[src/rtl/complex_fir_pkg.sv]
// Shared types and constants for the complex FIR convolver.
// Optional build macro: COMPLEX_FIR_COEF_LOAD_EN (adds a runtime coefficient
// write port to complex_fir_conv; this package is the same in both builds).
package complex_fir_pkg;

  localparam int TAPS   = 4;
  localparam int DATA_W = 16;
  localparam int COEF_W = 3;
  localparam int OUT_W  = 32;

  // One complex input sample; both halves are signed two's complement.
  typedef struct packed {
    logic signed [DATA_W-1:0] re;
    logic signed [DATA_W-1:0] im;
  } cplx_sample_t;

  // One complex coefficient; each half covers -4..3.
  typedef struct packed {
    logic signed [COEF_W-1:0] re;
    logic signed [COEF_W-1:0] im;
  } cplx_coef_t;

  // Power-on / reset coefficient set, index 0 applies to the newest sample.
  localparam cplx_coef_t DEFAULT_COEFS [TAPS] = '{
    '{re:  3'sd1, im:  3'sd0},
    '{re:  3'sd2, im:  3'sd1},
    '{re: -3'sd1, im:  3'sd3},
    '{re:  3'sd0, im: -3'sd2}
  };

endpackage

[src/rtl/complex_fir_conv_mult.sv]
// Combinational signed complex multiply: one sample times one coefficient.
// Both operands are widened to OUT_W first so the products and the later
// tap sum share one signed width and can never overflow.
module complex_mult
  import complex_fir_pkg::*;
(
  input  cplx_sample_t             sample,
  input  cplx_coef_t               coef,
  output logic signed [OUT_W-1:0]  prod_r,
  output logic signed [OUT_W-1:0]  prod_i
);

  logic signed [OUT_W-1:0] xr;
  logic signed [OUT_W-1:0] xi;
  logic signed [OUT_W-1:0] cr;
  logic signed [OUT_W-1:0] ci;

  // Sign-extend every operand half to the accumulation width.
  always_comb begin
    xr = OUT_W'($signed(sample.re));
    xi = OUT_W'($signed(sample.im));
    cr = OUT_W'($signed(coef.re));
    ci = OUT_W'($signed(coef.im));
  end

  // (xr + j xi)(cr + j ci) = (xr*cr - xi*ci) + j (xr*ci + xi*cr)
  always_comb begin
    prod_r = (xr * cr) - (xi * ci);
    prod_i = (xr * ci) + (xi * cr);
  end

endmodule

[src/rtl/complex_fir_conv.sv]
// Streaming 4-tap complex FIR: y[n] = sum_k c[k] * x[n-k].
// One sample in and one registered result out every clock, no handshake.
// Latency: a sample captured at edge t first shows up (times c0) after t+1.
// Optional build macro: COMPLEX_FIR_COEF_LOAD_EN adds coef_we/coef_addr/
// coef_r_in/coef_i_in so the coefficients become writable registers that
// reset to the package defaults; without it the coefficients are constants.
module complex_fir_conv
  import complex_fir_pkg::*;
(
  input  logic                      clk,
  input  logic                      rst_n,
  input  logic signed [DATA_W-1:0]  input_r,
  input  logic signed [DATA_W-1:0]  input_i,
`ifdef COMPLEX_FIR_COEF_LOAD_EN
  input  logic                      coef_we,
  input  logic [1:0]                coef_addr,
  input  logic signed [COEF_W-1:0]  coef_r_in,
  input  logic signed [COEF_W-1:0]  coef_i_in,
`endif
  output logic signed [OUT_W-1:0]   result_r,
  output logic signed [OUT_W-1:0]   result_i
);

  cplx_sample_t            x_line [TAPS];
  cplx_coef_t              coefs  [TAPS];
  logic signed [OUT_W-1:0] prod_r [TAPS];
  logic signed [OUT_W-1:0] prod_i [TAPS];
  logic signed [OUT_W-1:0] sum_r;
  logic signed [OUT_W-1:0] sum_i;

`ifdef COMPLEX_FIR_COEF_LOAD_EN
  // Writable coefficient bank; reset wins over a simultaneous write.
  always_ff @(posedge clk) begin
    if (!rst_n) begin
      for (int k = 0; k < TAPS; k++) begin
        coefs[k] <= DEFAULT_COEFS[k];
      end
    end else if (coef_we) begin
      coefs[coef_addr] <= '{re: coef_r_in, im: coef_i_in};
    end
  end
`else
  // Fixed coefficient bank taken straight from the package.
  always_comb begin
    for (int k = 0; k < TAPS; k++) begin
      coefs[k] = DEFAULT_COEFS[k];
    end
  end
`endif

  // Delay line: capture the new sample every cycle and age the older ones.
  always_ff @(posedge clk) begin
    if (!rst_n) begin
      for (int k = 0; k < TAPS; k++) begin
        x_line[k] <= '0;
      end
    end else begin
      x_line[0] <= '{re: input_r, im: input_i};
      for (int k = 1; k < TAPS; k++) begin
        x_line[k] <= x_line[k-1];
      end
    end
  end

  // One complex multiplier per tap.
  for (genvar k = 0; k < TAPS; k++) begin : g_tap
    complex_mult u_mult (
      .sample (x_line[k]),
      .coef   (coefs[k]),
      .prod_r (prod_r[k]),
      .prod_i (prod_i[k])
    );
  end

  // Add the tap products; the worst case is about 2^20, far inside OUT_W.
  always_comb begin
    sum_r = '0;
    sum_i = '0;
    for (int k = 0; k < TAPS; k++) begin
      sum_r = sum_r + prod_r[k];
      sum_i = sum_i + prod_i[k];
    end
  end

  // Output register samples the sum of the line as it stood before this edge.
  always_ff @(posedge clk) begin
    if (!rst_n) begin
      result_r <= '0;
      result_i <= '0;
    end else begin
      result_r <= sum_r;
      result_i <= sum_i;
    end
  end

endmodule

[config.mk]
export PLATFORM = sky130hd
export DESIGN_NAME = complex_fir_conv
export DESIGN_NICKNAME = d
export VERILOG_FILES = /design/src/rtl/complex_fir_pkg.sv /design/src/rtl/complex_fir_conv_mult.sv /design/src/rtl/complex_fir_conv.sv
export SDC_FILE = /design/constraint.sdc
export NUM_CORES = 1
export LEC_CHECK = 0
export CAP_MARGIN = 20
export CORE_MARGIN = 1
export CORE_UTILIZATION = 55
export CTS_BUF_LIST = sky130_fd_sc_hd__clkbuf_4 sky130_fd_sc_hd__clkbuf_8
export DETAILED_ROUTE_END_ITERATION = 12
export PLACE_DENSITY = 0.75
export REMOVE_ABC_BUFFERS = 1
export SLEW_MARGIN = 20
export SYNTH_ARGS = -nofsm -noshare
export SYNTH_HDL_FRONTEND = slang
export SYNTH_HIERARCHICAL = 1
export SYNTH_SLANG_ARGS = --single-unit
[constraint.sdc]
create_clock -name clk -period 7.4 [get_ports clk]
set_clock_uncertainty 0.2 [all_clocks]
set_input_delay 1.48 -clock clk [delete_from_list [all_inputs] [get_ports clk]]
set_output_delay 1.48 -clock clk [all_outputs]
set_load 0.01 [all_outputs]
Yosys cells after proc, flatten, opt, wreduce, memory -nomap -nowiden
Memory sizes are Yosys's and may differ from the RTL's.
Cells that the tools add are included.
- register bits after elaboration: 64
- memory bits (writable): 128
- input bits: 34
- output and inout port bits: 64
- word-level logic and storage cells: 30
- memories: 1
- add/subtract/negate cells: 15
- multiply operators: 2
- mux-type cells: 6
- bitwise logic cells: 4
- memory list (name ; depth ; bits a word ; read ports ; clocked after memory_dff ; write ports ; line ; text):
    x_line ; 4 ; 32 ; 4 ; 0 ; 4 ; complex_fir_conv.sv:24 ; cplx_sample_t x_line [TAPS];
- operators with widths (kind ; number):
    32-bit adder ; 5
    32-bit 2-to-1 mux ; 4
    16-bit negation with 32-bit output ; 2
    16-bit negation with 31-bit output ; 2
    16-bit by 18-bit adder with 19-bit output ; 2
    16-bit by 3-bit multiplier with 19-bit output, second input constant ; 2
    1-bit by 32-bit subtractor with 32-bit output, first input constant ; 1
    32-bit subtractor ; 1
    16-bit by 17-bit adder with 18-bit output ; 1
    17-bit by 16-bit subtractor with 18-bit output ; 1
    1-bit OR ; 4
    1-bit 2-to-1 mux ; 2

Longest topological paths before layout
Gate-level depths: netlist of run 1.
An unclocked memory read counts as a cell.
- word-level depth: 5
- gate-level depth with buffers: 34
- depth with buffers taken out: 31

Hierarchy
The synthesis of run 1 kept the hierarchy.
- by module, submodules not included (module ; instances ; cells an instance ; area each (um^2) ; sequential area each (um^2)):
    complex_mult (g_tap[0].u_mult ...) ; 2 ; 832 ; 7063.0 ; 0.0
    complex_fir_conv ; 1 ; 1343 ; 12134.1 ; 3843.7
    complex_mult (g_tap[2].u_mult) ; 1 ; 867 ; 7248.2 ; 0.0
    complex_mult (g_tap[3].u_mult) ; 1 ; 848 ; 7136.8 ; 0.0

Least setup slack after synthesis of run 1
Ideal clock, no wire load.
- kind: register to register
- from: memory x_line[1][19] (netlist name)
- to: register result_i[30]
- library setup time: 0.078 ns
- arrival time: 7.681 ns
- required time: 7.122 ns
- slack: -0.559 ns
- cell stages (with the launch flop): 27
- path buffers: 1
- period minus slack after synthesis: 7.959 ns
- cell sequence: dfxtp_1 and2_1 fa_1 fa_1 fa_1 ha_1 ha_1 nor2b_1 o21ai_1 a21oi_1 a221oi_2 o21ai_0 o311ai_0 buf_4 inv_1 fa_1 fa_1 inv_1 ha_1 a21oi_1 o21bai_1 a21oi_1 nor2_1 a2111oi_0 nor2_1 o31a_1 nor3_1
- RTL lines (item ; line ; text):
    start: declaration ; complex_fir_conv.sv:24 ;
    end signal: assignment ; complex_fir_conv.sv:92 ; result_i <= sum_i;
    end: declaration ; complex_fir_conv.sv:21 ; output logic signed [OUT_W-1:0] result_i

==> results.sh, run 1 <==
export IMPL_run_status="complete, no violations"
export IMPL_synth_simple_area_share_pct=16.5
export IMPL_io_buffers=97
export IMPL_grt_pass1_wl_mm=170
export IMPL_ios=98
export IMPL_viasPerCell=5.32
export IMPL_synthesis_area_mm2=0.0406
export IMPL_cts_sinks=192
export IMPL_synth_xor_area_share_pct=4.76
export IMPL_reg2reg_slack_ns=0.05
export IMPL_antenna_found_initial=2
export IMPL_groute_usage_overall_pct=29.0
export IMPL_gr_total_overflow=0
export IMPL_via_count=32119
export IMPL_crit_path_end_kind="flip-flop"
export IMPL_critPathMaxFanout=4
export IMPL_dieArea_mm2=0.0750
export IMPL_synth_distinct_cells=91
export IMPL_rsz0062_at_grt="true"
export IMPL_async_reset_ff_share_pct=0
export IMPL_yosys_top_cells_area="fa_1 33%, ha_1 14%, inv_1 10%, dfxtp_1 9.5%, and2_1 7.0%"
export IMPL_post_dp_hpwl_mm=87.2
export IMPL_finalNetCount=6210
export IMPL_cp_common_cell="fa_1"
export IMPL_ctsHoldBuffers=0
export IMPL_firstDrtPassIters=6
export IMPL_drc_errors=0
export IMPL_path_clk_slew_ns=0.12
export IMPL_htreeDepth=4
export IMPL_tightest_slew_ns=0.870
export IMPL_synth_common_cells="1,085 x inv_1, 660 x fa_1, 454 x and2_1, 450 x ha_1, 302 x nor2_1"
export IMPL_drtIter0Drc=1619
export IMPL_max_cap_violations=0
export IMPL_synth_warnings=6
export IMPL_core_area_mm2=0.0731
export IMPL_yosysSeqAreaShare_pct=9.46
export IMPL_grt_pass1_vias=34052
export IMPL_layout_drive_gt1_share_pct=13.2
export IMPL_setup_worst_path_start_class="flip-flop"
export IMPL_cp_slowest_cell="fa_1"
export IMPL_yosysTopAreaCellShare_pct=32.5
export IMPL_synth_top_family_by_area="adder cells"
export IMPL_ys_seq_elements=192
export IMPL_rows=99
export IMPL_avgSynthCellArea_um2=8.61
export IMPL_required_ns=7.67
export IMPL_clkLatencyLatePin_ns=0.61
export IMPL_synth_area_mux_share_pct=0.0739
export IMPL_root_buffer="clkbuf_8"
export IMPL_slew_viol_final=0
export IMPL_critPathArrivalTime_ns=7.62
export IMPL_syn_inst=4722
export IMPL_synth_flop_cell="dfxtp_1"
export IMPL_die_h_um=274
export IMPL_fmax_mhz=136
export IMPL_hold_class="flip-flop to flip-flop"
export IMPL_yosys_area_top_type="fa_1"
export IMPL_ant_nets=0
export IMPL_fin_crit_sh_pct=99.3
export IMPL_fillers=6073
export IMPL_die_x_um=274
export IMPL_max_slew_margin_rel_pct=42.0
export IMPL_synth_compound_area_share_pct=9.75
export IMPL_area_growth_pct=14.4
export IMPL_wl_per_cell_um=17.5
export IMPL_synthMostInstantiatedCell="inv_1"
export IMPL_max_stage_delay_ns=0.54
export IMPL_synth_edf_count=0
export IMPL_cts_tree="done"
export IMPL_totalWireLength_mm=106
export IMPL_setup_violations=0
export IMPL_finalHoldViolCount=0
export IMPL_setup_tns_ns=0
export IMPL_start_util_pct=55.6
export IMPL_crit_type="flip-flop to flip-flop"
export IMPL_synth_adder_area_share_pct=46.4
export IMPL_place_gp_congestion=0.983
export IMPL_fin_crit_ns=7.35
export IMPL_numCtsBuffers=17
export IMPL_clk_path_buf_depth=2
export IMPL_grt_max_degree=91
routing by layer:
metal	wire (um)	share of wire, %	GRT usage, %	vias to the layer above
met4	4900	4.6	14.0	0
met2	51400	49	49.1	977
met5	0	0	0	-
met3	5860	5.5	3.39	263
met1	43500	41	36.8	15944
li1	-	-	-	14935
cells by family after synthesis:
logic type / after synthesis
buffers and inverters: 1314
AND/OR/NAND/NOR: 1298
adder cells (fa/ha/maj): 1110
AO/OA/AOI/OAI: 580
XOR/XNOR: 219
flip-flops: 192
other: 6
multiplexers: 3
final cells by class:
class / instances / area [um2] / share of cell area [%]
flip-flops and latches: 192 / 3900 / 8.38
multi-input cells: 3354 / 33500 / 72.1
well taps: 959 / 1200 / 2.58
clock buffers: 18 / 241 / 0.520
repair buffers: 415 / 3400 / 7.32
clock inverters: 14 / 133 / 0.285
inverters: 1086 / 4080 / 8.78
diodes: 2 / 5.00 / 0.0108
what timing repair did:
| item | in CTS | in global routing |
|---|---|---|
| endpoints found under the setup margin | 19 | 36 |
| pin swaps | 21 | 132 |
| gates resized for setup | 34 | 297 |
| hold endpoints to repair | 0 | 0 |
| setup buffers | 1 | 27 |
cells in the final DEF, fill, tap and decap left out, types with 15 or more instances in the layout:
cell type        netlist  layout
xnor2_1              148     138
a21oi_2                4      40
clkbuf_8               0      17
nand2_1              280     274
ha_1                 450     397
and2_1               454     451
conb_1                 6     144
nand2b_1              87      86
o21a_1                25      24
a21oi_1              172     132
nor2b_1               20      19
nor2_1               302     295
clkdlybuf4s50_1        0      96
nand3_1               22      18
dfxtp_2                0      24
o21bai_1              26      26
o21ai_1               29      31
nand4_1               29      29
fa_1                 660     652
o21ai_0               75      55
inv_2                  0      21
buf_4                 96     307
nor3_1                24      22
a211oi_1              24      15
xor2_1                69      66
inv_1               1085    1064
ha_4                   0      41
o211ai_1              17      17
a21o_1                78      77
o21ai_2                4      19
dfxtp_1              192     162
metrics by stage:
stage / worst slack [ns] / util (%) / hold WS (ns) / cells / cell area [um2]
3_5_place_dp: -0.215 / 60.6 / 0.380 / 5979 / 44300
6_report: 0.0484 / 63.6 / 0.364 / 6040 / 46500
5_1_grt: -0.209 / 63.6 / 0.380 / 6039 / 46500
3_3_place_gp: -0.129 / 60.6 / 0.383 / 5979 / 44300
4_1_cts: -0.00397 / 61.3 / 0.393 / 6012 / 44800
2_1_floorplan: -0.563 / - / 0.305 / 4632 / 39900
state kept, by name, indices dropped and copies added (netlist names):
signal,flops
result_i,32
result_r,32
x_line,128
worst max-delay path: cells and delay by family (launching register included):
kind                       cells  cell delay [ns]
buffers and inverters          5             0.40
xor gates and xnor gates       2             0.42
and+or+nand+nor                4             0.53
DFF                            1             0.36
adders and majority gates      8             3.66
AOI/OAI and AO/OA             10             1.67
worst paths after layout:
path	cells after the start	start	to
setup / recovery	29	x_line[1][21]	result_r[22]
setup reg to reg	29	x_line[1][21]	result_r[22]
hold reg to reg	1	x_line[2][22]	x_line[3][22]
hold / removal	1	x_line[2][22]	x_line[3][22]
Power of run 1 is left out: the tool's default activity adds up to more than one toggle a clock period on the data nets, which glitch-free logic cannot reach.
==> run 2, diff against run 1 <==
--- a/config.mk
+++ b/config.mk
@@ -7,10 +7,9 @@
 export LEC_CHECK = 0
 export CAP_MARGIN = 20
 export CORE_MARGIN = 1
-export CORE_UTILIZATION = 55
+export CORE_UTILIZATION = 40
 export CTS_BUF_LIST = sky130_fd_sc_hd__clkbuf_4 sky130_fd_sc_hd__clkbuf_8
 export DETAILED_ROUTE_END_ITERATION = 12
-export PLACE_DENSITY = 0.75
 export REMOVE_ABC_BUFFERS = 1
 export SLEW_MARGIN = 20
 export SYNTH_ARGS = -nofsm -noshare
==> run 2 against run 1 <==
  * Routed wire length increased by 3.9%
  * Sequential cell count unchanged
  * Hold slack gained 0.0060 ns
  * Register-to-register slack improved by 0.09 ns
  * Setup slack improved by 0.086 ns
  * Global-route usage fell by 7.1 points
  * Clock-buffer cell count up 1
  * Cell count is 7.6% higher
  * Critical endpoint is now result_i[29]
  * Largest cell class unchanged
  * Via count down 1.9%
==> results.sh, run 2 (synthesis gave the netlist of run 1 again) <==
export IMPL_ctsHoldBuffers=0
export IMPL_antenna_found_initial=2
export IMPL_cts_tree="done"
export IMPL_clkLatencyLatePin_ns=0.62
export IMPL_grt_pass1_wl_mm=177
export IMPL_fmax_mhz=138
export IMPL_root_buffer="clkbuf_8"
export IMPL_fin_crit_sh_pct=98.2
export IMPL_firstDrtPassIters=6
export IMPL_cp_common_cell="fa_1"
export IMPL_ios=98
export IMPL_required_ns=7.73
export IMPL_finalHoldViolCount=0
export IMPL_worstRegToRegCells=28
export IMPL_post_dp_hpwl_mm=92.0
export IMPL_regMostFlops="x_line"
export IMPL_htreeDepth=4
export IMPL_groute_usage_overall_pct=22.0
export IMPL_largest_reg_flops=128
export IMPL_crit_path_end_kind="flip-flop"
export IMPL_rows=116
export IMPL_max_stage_delay_ns=0.58
export IMPL_critPathMaxFanout=4
export IMPL_crit_start="x_line[2][17]"
export IMPL_die_x_um=321
export IMPL_place_area_mm2=0.0453
export IMPL_setup_worst_path_start_class="flip-flop"
export IMPL_reg2reg_slack_ns=0.13
export IMPL_hold_class="flip-flop to flip-flop"
export IMPL_fin_crit_ns=7.27
export IMPL_drc_errors=0
export IMPL_worst_r2r_startpoint="x_line[2][17]"
export IMPL_final_cell_mix="1,063 x inv_1, 654 x fa_1, 451 x and2_1, 395 x ha_1, 372 x buf_4"
export IMPL_cp_slowest_cell="fa_1"
export IMPL_layout_drive_gt1_share_pct=14.7
export IMPL_max_cap_violations=0
export IMPL_finalNetCount=6275
export IMPL_gr_total_overflow=0
export IMPL_final_common_cell="inv_1"
export IMPL_clk_path_buf_depth=2
export IMPL_dieArea_mm2=0.103
export IMPL_min_from="x_line[2][28]"
export IMPL_core_area_mm2=0.100
export IMPL_wl_per_cell_um=16.9
export IMPL_slew_viol_final=0
export IMPL_io_buffers=97
export IMPL_crit_type="flip-flop to flip-flop"
export IMPL_rsz0062_at_grt="true"
export IMPL_max_slew_margin_rel_pct=32.0
export IMPL_ant_nets=0
export IMPL_area_growth_pct=17.0
export IMPL_cts_sinks=192
export IMPL_via_count=31500
export IMPL_totalWireLength_mm=110
export IMPL_run_status="complete, no violations"
export IMPL_place_gp_congestion=0.934
export IMPL_top_regs="x_line: 128 flops, result_i: 32 flops, result_r: 32 flops"
export IMPL_die_h_um=321
export IMPL_hold_path_end="x_line[3][28]"
export IMPL_critPathArrivalTime_ns=7.59
export IMPL_grt_max_degree=105
export IMPL_hold_path_cell_count=1
export IMPL_start_util_pct=40.5
export IMPL_r2r_end="result_i[29]"
export IMPL_fin_ws_ns=0.134
export IMPL_stdcell_area_mm2=0.0476
export IMPL_hold_ws_ns=0.370
export IMPL_drtIter0Drc=1403
export IMPL_tightest_slew_ns=1.02
export IMPL_grt_pass1_vias=33915
export IMPL_path_clk_slew_ns=0.11
export IMPL_numCtsBuffers=17
export IMPL_viasPerCell=4.85
export IMPL_setup_violations=0
export IMPL_post_place_ws_ns=-0.188
-- run 2: cell count changes in the layout (fill, tap and decap cells not counted), moves of 4 or more --
cell,before,now
clkinvlp_4,5,0
a21oi_2,40,47
o21ai_2,19,24
dfxtp_1,162,157
buf_4,307,372
dfxtp_2,24,32
a21oi_1,132,126
nor2_2,7,3
xnor2_2,11,15
ha_4,41,45
xnor2_1,138,134
-- run 2: metrics by stage --
step	utilization, %	cells	TNS [ns]
after floorplan	-	4632	-4.17
after global placement	45.1	6443	-0.889
after detailed placement	45.1	6443	-1.12
after CTS	45.7	6476	0
after global routing	47.4	6501	-1.26
final	47.4	6501	0
-- run 2: repair_timing --
| item | CTS | global route |
|---|---|---|
| endpoints found under the setup margin | 20 | 35 |
| gates resized for setup | 32 | 318 |
| pin swaps | 13 | 147 |
| buffers inserted | 2 | 24 |
-- run 2: worst max-delay path by stage --
stage                    to  slack, ns  cells after the start
2_1_floorplan  result_i[30]      -0.56                     25
3_3_place_gp   result_i[30]      -0.22                     29
3_5_place_dp   result_i[30]      -0.19                     29
4_1_cts        result_r[28]     0.0009                     29
5_1_grt        result_r[30]      -0.13                     28
6_report       result_i[29]       0.13                     28
-- run 2: area by class of cell --
type | count | area, um2
fillers | 9818 | 52900
inverters | 1086 | 4080
clock inverters | 12 | 135
diodes | 1 | 2.50
multi-input cells | 3354 | 33600
flip-flops and latches | 192 | 3890
repair buffers | 480 | 3900
well taps | 1357 | 1700
clock buffers | 19 | 255
-- run 2: critical path, delay by kind of cell (launching register included) --
family	cells	cell delay (ns)
AOI/OAI and AO/OA	9	1.59
xor gates and xnor gates	1	0.25
adders and majority gates	8	3.68
buffers and inverters	5	0.59
DFF	1	0.35
and+or+nand+nor	5	0.52
-- run 2: per-layer routing --
layer	track usage, %	vias up	routed length, um
met5	0	-	0
met4	7.32	0	3640
met3	2.03	154	3840
met2	38.0	582	53600
met1	28.7	15717	48800
li1	-	15047	-
Power of run 2 is left out for the same reason.
==> run 3, diff against run 2 <==
--- a/config.mk
+++ b/config.mk
@@ -10,6 +10,7 @@
 export CORE_UTILIZATION = 40
 export CTS_BUF_LIST = sky130_fd_sc_hd__clkbuf_4 sky130_fd_sc_hd__clkbuf_8
 export DETAILED_ROUTE_END_ITERATION = 12
+export PLACE_DENSITY_LB_ADDON = 0.25
 export REMOVE_ABC_BUFFERS = 1
 export SLEW_MARGIN = 20
 export SYNTH_ARGS = -nofsm -noshare
==> run 3 against run 2 <==
  * Core utilization about the same
  * Global-route usage increased by 0.067 points
  * Die area unchanged
  * Clock-buffer cell count unchanged
  * Sequential cell count stayed put
  * Setup slack worse by 0.030 ns
  * Largest cell class unchanged
  * First-iteration DRC count down 13%
==> results.sh, run 3 (synthesis gave the netlist of run 1 again) <==
export IMPL_critPathArrivalTime_ns=7.56
export IMPL_numCtsBuffers=17
export IMPL_groute_usage_overall_pct=22.0
export IMPL_ff_latch_area_mm2=0.00389
export IMPL_start_util_pct=40.5
export IMPL_hold_path_end="x_line[3][21]"
export IMPL_max_slew_margin_rel_pct=46.4
export IMPL_htreeDepth=4
export IMPL_layout_drive_gt1_share_pct=14.7
export IMPL_largest_reg_flops=128
export IMPL_core_area_mm2=0.100
export IMPL_cp_slowest_cell="or4b_1"
export IMPL_max_cap_violations=0
export IMPL_firstDrtPassIters=5
export IMPL_drtIter0Drc=1224
export IMPL_finalNetCount=6266
export IMPL_io_buffers=97
export IMPL_worst_r2r_startpoint="x_line[3][6]"
export IMPL_top_regs="x_line: 128 flops, result_i: 32 flops, result_r: 32 flops"
export IMPL_post_dp_hpwl_mm=92.2
export IMPL_path_clk_slew_ns=0.13
export IMPL_clk_path_buf_depth=2
export IMPL_place_gp_congestion=0.919
export IMPL_root_buffer="clkbuf_8"
export IMPL_r2r_end="result_r[27]"
export IMPL_crit_path_end_kind="flip-flop"
export IMPL_die_h_um=321
export IMPL_drc_errors=0
export IMPL_viasPerCell=4.80
export IMPL_max_stage_delay_ns=0.55
export IMPL_setup_violations=0
export IMPL_final_common_cell="inv_1"
export IMPL_fin_crit_ns=7.30
export IMPL_ios=98
export IMPL_final_cell_mix="1,058 x inv_1, 646 x fa_1, 450 x and2_1, 397 x ha_1, 359 x buf_4"
export IMPL_finalHoldViolCount=0
export IMPL_hold_ws_ns=0.335
export IMPL_slew_viol_final=0
export IMPL_ant_nets=0
export IMPL_run_status="complete, no violations"
export IMPL_via_count=31194
export IMPL_grt_pass1_wl_mm=176
export IMPL_tightest_slew_ns=0.784
export IMPL_rsz0062_at_grt="true"
export IMPL_critical_path_buf_inv_count=6
export IMPL_gr_total_overflow=0
export IMPL_critPathMaxFanout=6
export IMPL_setup_worst_path_start_class="flip-flop"
export IMPL_fin_crit_sh_pct=98.6
export IMPL_grt_pass1_vias=33699
export IMPL_hold_class="flip-flop to flip-flop"
export IMPL_fillers=9904
export IMPL_hold_path_cell_count=1
export IMPL_cts_tree="done"
export IMPL_grt_max_degree=75
export IMPL_cts_sinks=192
export IMPL_rows=116
export IMPL_regMostFlops="x_line"
export IMPL_totalWireLength_mm=109
export IMPL_reg2reg_slack_ns=0.10
export IMPL_cpLargestDelayFamily="adder cells"
export IMPL_worstRegToRegCells=28
export IMPL_dieArea_mm2=0.103
export IMPL_crit_type="flip-flop to flip-flop"
export IMPL_wl_per_cell_um=16.8
export IMPL_ctsHoldBuffers=0
export IMPL_clkLatencyLatePin_ns=0.63
export IMPL_min_from="x_line[2][21]"
export IMPL_die_x_um=321
export IMPL_required_ns=7.66
export IMPL_multi_input_area_mm2=0.0336
export IMPL_area_growth_pct=17.0
export IMPL_antenna_found_initial=1
export IMPL_fmax_mhz=137
-- run 3: worst max path at each step --
| stage | endpoint | startpoint | depth (start not counted) | slack (ns) |
|---|---|---|---|---|
| finish | result_r[27] | x_line[3][6] | 28 | 0.10 |
| CTS | result_i[25] | x_line[2][17] | 27 | -0.009 |
| floorplan | result_i[30] | x_line[1][19] | 25 | -0.56 |
| detailed placement | result_r[28] | x_line[1][23] | 29 | -0.18 |
| global placement | result_r[28] | x_line[1][23] | 28 | -0.20 |
| global route | result_i[30] | x_line[1][1] | 27 | -0.16 |
-- run 3: layer usage --
layer / up-vias / global-route usage [%] / wire length (um)
li1: 15026 / - / -
met3: 129 / 2.05 / 3670
met2: 515 / 38.1 / 53500
met5: - / 0 / 0
met1: 15524 / 28.8 / 48800
met4: 0 / 7.38 / 3420
-- run 3: worst reg2reg max path, delay by kind of cell, from the launching register on --
family	cells	cell delay, ns
AND/OR/NAND/NOR	4	0.90
buffers and inverters	6	0.43
AO/OA/AOI/OAI	9	1.96
flip-flops	1	0.34
adder cells (fa/ha/maj)	8	3.11
XOR/XNOR	1	0.16
-- run 3: cell type report --
class	count	share of cell area, %
clock buffer	19	0.537
tap	1357	3.57
timing repair buffer	471	8.08
antenna	2	0.0105
inverter	1086	8.57
multi-input combinational	3354	70.7
clock inverter	11	0.381
sequential	192	8.17
-- run 3: stage by stage --
stage               std cells  utilization (%)  setup TNS, ns  setup slack (ns)  area, um2
floorplan                4632                -          -4.17            -0.563      39900
detailed placement       6434             45.0          -1.90            -0.181      45200
global route             6491             47.4          -1.27            -0.161      47600
CTS                      6465             45.9       -0.00875          -0.00875      46100
finish                   6492             47.4              0             0.104      47600
global placement         6434             45.0          -1.84            -0.201      45200
-- run 3: repair_timing --
action	in CTS	in global routing
setup endpoints to repair	27	37
pin swaps	34	179
resized for setup	72	286
buffers inserted	1	26
Power of run 3 is left out for the same reason.
